[src/rtl/hotspot_pos_ctrl.sv]
// hotspot_pos_ctrl
// ----------------
// Sequences position updates to the hotspot overlay renderer. Raw source
// position samples are gated by magnitude into a single-entry latest-wins
// pending buffer. At each frame start (vsync rising edge) the buffer is
// snapshotted, clamped to screen bounds, smoothed with a first-order shift
// filter and committed to the overlay. Commits happen only at frame start,
// so the overlay never moves mid-frame. After TIMEOUT_FRAMES consecutive
// frames without a detection the hotspot is hidden.
//
// Optional feature: define HOTSPOT_DEADBAND_EN to suppress commits whose
// clamped target lies within DEADBAND pixels of the filtered position on
// both axes.
//
// Ports:
//   clk_pix   in   pixel clock, the only clock
//   rst_n     in   asynchronous active-low reset
//   in_valid  in   sample valid
//   in_ready  out  sample ready (high in HIDDEN and WAIT)
//   in_x/in_y in   raw signed 32-bit coordinates, may lie off-screen
//   in_mag    in   unsigned detection magnitude
//   frame_vs  in   active-high vsync
//   pos_x     out  committed x in [0, H_RES]
//   pos_y     out  committed y in [0, V_RES]
//   pos_ena   out  one-cycle load strobe to the overlay
//   show      out  overlay visible
//   miss_cnt  out  consecutive frames without a detection (saturating)

module hotspot_pos_ctrl #(
    parameter int          H_RES          = 480,
    parameter int          V_RES          = 272,
    parameter int          ALPHA_SHIFT    = 2,
    parameter logic [15:0] MAG_THD        = 16'd256,
    parameter int          TIMEOUT_FRAMES = 30,
    parameter int          DEADBAND       = 2
) (
    input  logic               clk_pix,
    input  logic               rst_n,
    input  logic               in_valid,
    output logic               in_ready,
    input  logic signed [31:0] in_x,
    input  logic signed [31:0] in_y,
    input  logic        [15:0] in_mag,
    input  logic               frame_vs,
    output logic signed [31:0] pos_x,
    output logic signed [31:0] pos_y,
    output logic               pos_ena,
    output logic               show,
    output logic        [7:0]  miss_cnt
);

    localparam logic [1:0] ST_HIDDEN = 2'd0;
    localparam logic [1:0] ST_WAIT   = 2'd1;
    localparam logic [1:0] ST_FILT   = 2'd2;
    localparam logic [1:0] ST_COMMIT = 2'd3;

`ifdef HOTSPOT_DEADBAND_EN
    localparam bit DB_EN = 1'b1;
`else
    localparam bit DB_EN = 1'b0;
`endif

    localparam logic signed [33:0] DB_LIM  = 34'(DEADBAND);
    localparam logic        [7:0]  TO_LIM  = 8'(TIMEOUT_FRAMES);

    function automatic logic signed [31:0] clamp(input logic signed [31:0] v,
                                                 input logic signed [31:0] lim);
        if (v < 0)
            return 32'sd0;
        else if (v > lim)
            return lim;
        else
            return v;
    endfunction

    // Arithmetic shift rounds toward negative infinity; the sum always lands
    // in range because both endpoints of the step are already clamped.
    function automatic logic signed [31:0] smooth(input logic signed [31:0] filt,
                                                  input logic signed [33:0] d);
        logic signed [33:0] s;
        s = 34'(filt) + (d >>> ALPHA_SHIFT);
        return s[31:0];
    endfunction

    logic [1:0]         state_q, state_d;
    logic               vs_q;
    logic               in_ready_q, in_ready_d;
    logic               pend_v_q, pend_v_d;
    logic signed [31:0] pend_x_q, pend_x_d, pend_y_q, pend_y_d;
    logic signed [31:0] snap_x_q, snap_x_d, snap_y_q, snap_y_d;
    logic signed [31:0] filt_x_q, filt_x_d, filt_y_q, filt_y_d;
    logic signed [31:0] pos_x_q, pos_x_d, pos_y_q, pos_y_d;
    logic               pos_ena_q, pos_ena_d;
    logic               show_q, show_d;
    logic [7:0]         miss_q, miss_d;

    logic               fs, accept, db_hit;
    logic [7:0]         miss_inc;
    logic signed [31:0] tgt_x, tgt_y;
    logic signed [33:0] d_x, d_y;

    assign fs       = frame_vs && !vs_q;
    assign accept   = in_valid && in_ready_q && (in_mag >= MAG_THD);
    assign miss_inc = (miss_q == 8'hFF) ? miss_q : miss_q + 8'd1;

    assign tgt_x  = clamp(snap_x_q, 32'(H_RES));
    assign tgt_y  = clamp(snap_y_q, 32'(V_RES));
    assign d_x    = 34'(tgt_x) - 34'(filt_x_q);
    assign d_y    = 34'(tgt_y) - 34'(filt_y_q);
    // DB_EN is a constant, so the window compare is pruned in the default build.
    assign db_hit = DB_EN && (d_x <= DB_LIM) && (d_x >= -DB_LIM)
                          && (d_y <= DB_LIM) && (d_y >= -DB_LIM);

    always_comb begin
        // NOTE: every variable gets a default first so no path infers a latch.
        state_d   = state_q;
        pend_v_d  = pend_v_q;
        pend_x_d  = pend_x_q;
        pend_y_d  = pend_y_q;
        snap_x_d  = snap_x_q;
        snap_y_d  = snap_y_q;
        filt_x_d  = filt_x_q;
        filt_y_d  = filt_y_q;
        pos_x_d   = pos_x_q;
        pos_y_d   = pos_y_q;
        pos_ena_d = 1'b0;
        show_d    = show_q;
        miss_d    = miss_q;

        // Snapshot first, then accept: a sample landing on the fs cycle
        // itself stays pending for the next frame.
        if (fs) begin
            snap_x_d = pend_x_q;
            snap_y_d = pend_y_q;
            pend_v_d = 1'b0;
        end
        if (accept) begin
            pend_x_d = in_x;
            pend_y_d = in_y;
            pend_v_d = 1'b1;
        end

        case (state_q)
            ST_HIDDEN: begin
                if (fs) begin
                    if (pend_v_q) begin
                        // Reappearing hotspot jumps straight to the target.
                        filt_x_d = clamp(pend_x_q, 32'(H_RES));
                        filt_y_d = clamp(pend_y_q, 32'(V_RES));
                        state_d  = ST_COMMIT;
                    end else begin
                        miss_d = miss_inc;
                    end
                end
            end
            ST_WAIT: begin
                if (fs) begin
                    if (pend_v_q) begin
                        state_d = ST_FILT;
                    end else begin
                        miss_d = miss_inc;
                        if (miss_inc >= TO_LIM) begin
                            show_d  = 1'b0;
                            state_d = ST_HIDDEN;
                        end
                    end
                end
            end
            ST_FILT: begin
                if (db_hit) begin
                    miss_d  = 8'd0;
                    show_d  = 1'b1;
                    state_d = ST_WAIT;
                end else begin
                    filt_x_d = smooth(filt_x_q, d_x);
                    filt_y_d = smooth(filt_y_q, d_y);
                    state_d  = ST_COMMIT;
                end
            end
            default: begin // ST_COMMIT
                pos_x_d   = filt_x_q;
                pos_y_d   = filt_y_q;
                pos_ena_d = 1'b1;
                show_d    = 1'b1;
                miss_d    = 8'd0;
                state_d   = ST_WAIT;
            end
        endcase

        in_ready_d = (state_d == ST_HIDDEN) || (state_d == ST_WAIT);
    end

    // NOTE: all state, including the pending/snapshot registers, is reset so
    // a mid-frame reset can never leave a stale sample to commit later.
    always_ff @(posedge clk_pix or negedge rst_n) begin
        if (!rst_n) begin
            state_q    <= ST_HIDDEN;
            vs_q       <= 1'b0;
            in_ready_q <= 1'b0;
            pend_v_q   <= 1'b0;
            pend_x_q   <= '0;
            pend_y_q   <= '0;
            snap_x_q   <= '0;
            snap_y_q   <= '0;
            filt_x_q   <= '0;
            filt_y_q   <= '0;
            pos_x_q    <= '0;
            pos_y_q    <= '0;
            pos_ena_q  <= 1'b0;
            show_q     <= 1'b0;
            miss_q     <= '0;
        end else begin
            // NOTE: non-blocking assignments so every register samples
            // pre-edge values regardless of statement order.
            state_q    <= state_d;
            vs_q       <= frame_vs;
            in_ready_q <= in_ready_d;
            pend_v_q   <= pend_v_d;
            pend_x_q   <= pend_x_d;
            pend_y_q   <= pend_y_d;
            snap_x_q   <= snap_x_d;
            snap_y_q   <= snap_y_d;
            filt_x_q   <= filt_x_d;
            filt_y_q   <= filt_y_d;
            pos_x_q    <= pos_x_d;
            pos_y_q    <= pos_y_d;
            pos_ena_q  <= pos_ena_d;
            show_q     <= show_d;
            miss_q     <= miss_d;
        end
    end

    assign in_ready = in_ready_q;
    assign pos_x    = pos_x_q;
    assign pos_y    = pos_y_q;
    assign pos_ena  = pos_ena_q;
    assign show     = show_q;
    assign miss_cnt = miss_q;

endmodule

[config.mk]
export PLATFORM = sky130hd
export DESIGN_NAME = hotspot_pos_ctrl
export DESIGN_NICKNAME = d
export VERILOG_FILES = /design/src/rtl/hotspot_pos_ctrl.sv
export SDC_FILE = /design/constraint.sdc
export NUM_CORES = 1
export LEC_CHECK = 0
export CORE_MARGIN = 3
export CORE_UTILIZATION = 60
export DETAILED_ROUTE_END_ITERATION = 12
export PLACE_DENSITY = 0.92
export SLEW_MARGIN = 5
export SYNTH_ARGS = -nofsm -noshare
export SYNTH_HDL_FRONTEND = slang
export SYNTH_SLANG_ARGS = --single-unit
[constraint.sdc]
create_clock -name clk_pix -period 15.65 [get_ports clk_pix]
set_clock_uncertainty 0.1 [all_clocks]
set_input_delay 1.565 -clock clk_pix [delete_from_list [all_inputs] [get_ports clk_pix]]
set_output_delay 1.565 -clock clk_pix [all_outputs]
set_load 0.01 [all_outputs]
# After elaboration in Yosys (flattened, before gate mapping)
# Index checks and enable logic that the tools add are counted.
[classes]
bitwise = 2
n_addsub = 5
reduce_logical = 15
order_cmp = 10
mux = 31
eq_ne = 11
[ops]
columns = ["operator", "n"]
rows = [
  ["32-bit 2-to-1 mux", 12],
  ["32-bit by 10-bit > comparator with 1-bit output, second input constant", 4],
  ["32-bit by 1-bit less-than comparator with 1-bit output, second input constant", 4],
  ["32-bit case mux with 2 select lines", 2],
  ["32-bit by 32-bit subtractor with 33-bit output", 2],
  ["32-bit by 31-bit adder with 32-bit output", 2],
  ["8-bit 2-to-1 mux", 3],
  ["16-bit by 9-bit >= comparator with 1-bit output, second input constant", 1],
  ["8-bit case mux with 2 select lines", 1],
  ["2-bit != test, second input constant", 6],
  ["2-bit 2-to-1 mux", 5],
  ["8-bit by 1-bit adder with 8-bit output, second input constant", 1],
  ["8-bit equality test, second input constant", 1],
  ["8-bit by 5-bit >= comparator with 1-bit output, second input constant", 1],
  ["1-bit 2-to-1 mux", 6],
  ["2-bit case mux with 3 select lines", 1],
  ["3-bit AND reduction", 2],
  ["2-bit by 1-bit equality test with 1-bit output, second input constant", 2],
  ["2-bit zero test", 2],
  ["4-bit AND reduction", 1],
  ["2-bit nonzero test", 2],
  ["2-bit OR reduction", 2],
  ["1-bit logical AND", 3],
  ["3-bit OR reduction", 1],
  ["6 further kinds", 7],
]
[totals]
input_bits = 84
ff_bits = 271
word_cells = 89

# Logic depth before layout (Yosys ltp)
[logic_depth]
ltp_word = 9
ltp_mapped = 26
ltp_nobuf = 26

# Least setup slack after synthesis
# OpenSTA, ideal clock, no wires.
[synth_timing]
kind = "flip-flop to flip-flop"
start = "register snap_x_q[31]"
end = "register filt_x_q[30]"
setup_ns = 0.133
path_slack_ns = 9.810
n_path_buf = 0
path_stages_with_launch = 26
arrival_ns = 5.608
synth_period_minus_slack_ns = 5.840
cell_sequence = "dfrtp_1 -> nor4_2 -> nand4_2 -> nor3_1 -> and2_1 -> ha_1 -> nor2b_1 -> o2111a_1 -> or3_1 -> o211ai_2 -> a21o_1 -> o21ai_1 -> and2_1 -> a41o_1 -> xor2_1 -> ha_1 -> and3_1 -> a31oi_1 -> o21ai_0 -> a2111oi_0 -> o311ai_0 -> a41oi_1 -> o21ai_1 -> o31ai_1 -> mux2i_1 -> o211ai_1"
[synth_between]
elab_chain_len = 6
word_cells_on_any_way = 7
classes_between = "add/sub (2); order compare (2); mux (3)"
[synth_lines]
columns = ["element", "line_no", "text"]
rows = [
  ["start: declaration", "90", "logic signed [31:0] snap_x_q, snap_x_d, snap_y_q, snap_y_d;"],
  ["start signal: assignment", "221", "snap_x_q <= snap_x_d;"],
  ["32-bit by 10-bit > comparator with 1-bit output", "70", "else if (v > lim)"],
  ["32-bit 2-to-1 mux", "70", ""],
  ["32-bit 2-to-1 mux *", "68", "if (v < 0)"],
  ["32-bit by 32-bit subtractor with 33-bit output *", "108", "assign d_x = 34'(tgt_x) - 34'(filt_x_q);"],
  ["32-bit by 31-bit adder with 32-bit output *", "81", "s = 34'(filt) + (d >>> ALPHA_SHIFT);"],
  ["32-bit case mux with 2 select lines *", "143", "case (state_q)"],
  ["end signal: assignment", "223", "filt_x_q <= filt_x_d;"],
  ["end: declaration", "91", "logic signed [31:0] filt_x_q, filt_x_d, filt_y_q, filt_y_d;"],
]
# Mark *: on every way between the ends. The rest lies on a longest branch, timed or not.
# A chain may end at the register's enable or synchronous reset.

# Worst setup path after layout
[layout_timing]
start = "register snap_x_q[20]"
end = "register filt_x_q[30]"
# The elaborated chain is that of the path after synthesis.

==> results by group <==
Clock network
  – Clock buffer count from CTS: 29
  – CTS H-Tree Depth: 1
  – Setup bufs post-CTS: 0
  – Clock Tree Buf Depth: 3
  – Clock Sinks: 271
  – Worst-path clk slew: 70 ps
  – Hold bufs inserted after CTS: 0
  – Post-cts sizing count: 0
  – TritonCTS clock tree: built
  – Root Driver: clkbuf_16
  – Worst-skew pair later-pin latency: 560 ps

Setup path
  – CP Data Arrival Time: 7330 ps
  – Max FO, Critical Path: 7
  – Reg2reg path depth: 25
  – Launch point of the critical path: snap_x_q[20]
  – Setup crit end kind: flop
  – Worst EP required: 15940 ps
  – R2R setup slack: 8620 ps
  – Crit path capture: filt_x_q[30]
  – CP Launch Type: flop
  – Critical path class: flop to flop
  – Worst r2r dst: filt_x_q[30]
  – Worst r2r src: snap_x_q[20]

Logic synthesis
  – Synth area leader: dfrtp_1
  – Synth unique cells: 83
  – Ys Warns: 0
  – Cell area after synthesis: 0.01681 mm^2
  – Top-count cell post-synth: nand2_1
  – Synthesized area per cell: 9.049 um^2
  – Commonest cells post-synth: nand2_1 (319), dfrtp_1 (271), o21ai_0 (131)
  – Ranking of synthesized cells by area: dfrtp_1 (40%), ha_1 (9.3%), nand2_1 (7.1%), mux2_2 (4.4%), o21ai_0 (3.9%)
  – Ys async rst share: 1.000
  – Sequential area share after synthesis: 0.4033
  – Top cell type's share of synthesized area: 0.4033
  – Top FF cell, synth: dfrtp_1
  – Post-synthesis register bit count: 271
  – Number of synthesized flops with an enable pin: 0
  – Mapped Cells: 1858

STA
  – Final slew viol count: 0
  – Final min period: 7034 ps
  – Finish-stage setup viols: 0
  – Final period utilization: 0.4495
  – Slew @ Worst Pin: 1212 ps
  – Setup TNS: 0 ps
  – RSZ-0062 raised after global routing: no
  – Max Freq: 142.2 MHz
  – Slew headroom: 0.1920
  – Hold Vio Cnt, Final: 0

Outcome
  – Status: finished, final reports clean

Placement
  – IO Port Bufs: 150
  – Routability cong.: 0.8944
  – DPL Wire Length: 29.68 mm

Floorplan
  – Die area: 0.03007 mm^2
  – IO Count: 159
  – Starting Density: 0.6170
  – Die width: 173.4 um
  – Row cnt: 60
  – Die height: 173.4 um
  – Core area: 0.02725 mm^2

Pwr
  – Sw Share: 0.4488
  – Maximum VDD drop: 118.3 uV
  – NetSw: 2.136 mW
  – LEAKAGE: 9.326 nW
  – PD cells: 240.5 mW/mm^2
  – Gate power share: 0.615
  – P_int: 2.623 mW
  – Sequential power share: 0.238
  – Clock power frac: 0.147

Finish
  – Fillers: 1908
  – Final core occ: 0.7260
  – Area grow syn2layout: 17.67%
  – Final #Nets: 2242
  – Antenna diode count: 0
  – Layout cell share with drive strength beyond 1: 0.08427

Global routing
  – Vias in the first global route: 14520
  – Largest net degree at the start of global routing: 119
  – Initial antenna violation count: 0
  – All-Layer GR Usage: 0.2708
  – Total grt overflow: 0
  – First-pass GRT wire length: 69.21 mm

Route
  – Via/cell ratio: 5.970
  – WL/cell: 17.06 um
  – DRT Pass-1 Iters: 9
  – Final WL: 41.38 mm
  – Initial DRC Count: 1242
  – Detail Route Antenna Nets: 0
  – DR vias: 14480
  – Number of remaining DRC errors: 0

Run
  – Max-cap viol count: 0

Min path
  – Hold Crit Start: pos_x[23]
  – Hold Crit Class: flop to flop
[layout by cell type, fill, tap and decap left out, types with 52 or more instances in the layout]
master / n
a21o_1: 68
a21oi_1: 124
clkdlybuf4s50_1: 149
dfrtp_1: 271
ha_1: 125
inv_1: 97
mux2_2: 65
nand2_1: 318
nor2_1: 92
o21ai_0: 131
xnor2_1: 52
[power by group through the flow]
| stage | clock (mW) | sequential, mW | combinational [mW] |
|---|---|---|---|
| floorplan | 0 | 1.12 | 2.14 |
| global placement | 0 | 1.12 | 2.74 |
| detailed placement | 0 | 1.14 | 2.84 |
| CTS | 0.708 | 1.13 | 2.88 |
| global route | 0.741 | 1.16 | 3.24 |
| finish | 0.698 | 1.13 | 2.93 |
[cells by family after synthesis]
kind of cell             Yosys count  synth area share
other                              1         0.0002230
AND/OR/NAND/NOR                  629            0.1726
multiplexers                      69           0.04591
adder cells (fa/ha/maj)          127           0.09540
flip-flops                       271            0.4033
buffers and inverters            157           0.03550
AO/OA/AOI/OAI                    501            0.1933
XOR/XNOR                         103           0.05365
[how the worst min path moves through the flow]
stage / to / slack [ps] / depth (start not counted)
finish: pos_x[23] / 380 / 2
global route: pos_x[31] / 400 / 2
CTS: snap_x_q[16] / 380 / 2
detailed placement: snap_y_q[17] / 360 / 2
global placement: pos_y[25] / 360 / 2
floorplan: snap_x_q[14] / 350 / 2
[sequential cells by signal, summed over array words and instances, names as in the netlist]
name and count:
filt_x_q 32, vs_q 1, pend_x_q 32, pend_v_q 1, in_ready 1, snap_x_q 32
miss_cnt 8, snap_y_q 32, pend_y_q 32, state_q 2, pos_y 32, pos_x 32
filt_y_q 32, show 1, pos_ena 1
[critical path, cell delays in order, from the launching register on]
cell       delay (ps)
dfrtp_1           380
nor4_1            400
nand4_2           280
nor3_1            440
and2_1            200
ha_1              230
and3b_1           200
nand4_1           120
nor4_2             80
o31ai_1           420
a211oi_1          200
nor3_1            520
o221ai_1          190
a21oi_1           210
xnor2_1           160
ha_1              320
and3_1            250
a31oi_1           180
o21ai_0           130
a2111oi_0         410
o311ai_0          240
a41oi_1           460
o21ai_1           150
o31ai_1           260
mux2i_1           220
o211ai_1          110
[through the flow]
step | cell area [um^2] | instances | hold WS, ps | total power [mW] | setup WS [ps]
2_1_floorplan | 16980 | 1901 | 346.1 | 3.260 | 9810
3_3_place_gp | 18820 | 2372 | 360.3 | 3.859 | 8889
3_5_place_dp | 18820 | 2372 | 363.9 | 3.978 | 8841
4_1_cts | 19780 | 2425 | 378.9 | 4.716 | 8682
5_1_grt | 19780 | 2425 | 402.7 | 5.147 | 7945
6_report | 19780 | 2425 | 375.5 | 4.759 | 8616
[layer usage]
layer | vias up | GRT usage | routed length (um)
li1 | 6932 | - | -
met1 | 6909 | 0.3424 | 16740
met2 | 532 | 0.4778 | 20560
met3 | 105 | 0.05059 | 3048
met4 | 0 | 0.07230 | 1025
met5 | - | 0 | 0
[final cells by class]
cell class,instances,area [um^2],share of cell area
Multi-Input combinational cell,1473,9630,0.4868
Sequential cell,271,6782,0.3428
Timing Repair Buffer,159,1574,0.07956
Clock buffer,36,782.0,0.03953
Tap cell,372,465.4,0.02353
Inverter,97,364.1,0.01840
Clock inverter,17,186.4,0.009423
Note: power is estimated with default switching activity, not from simulation.
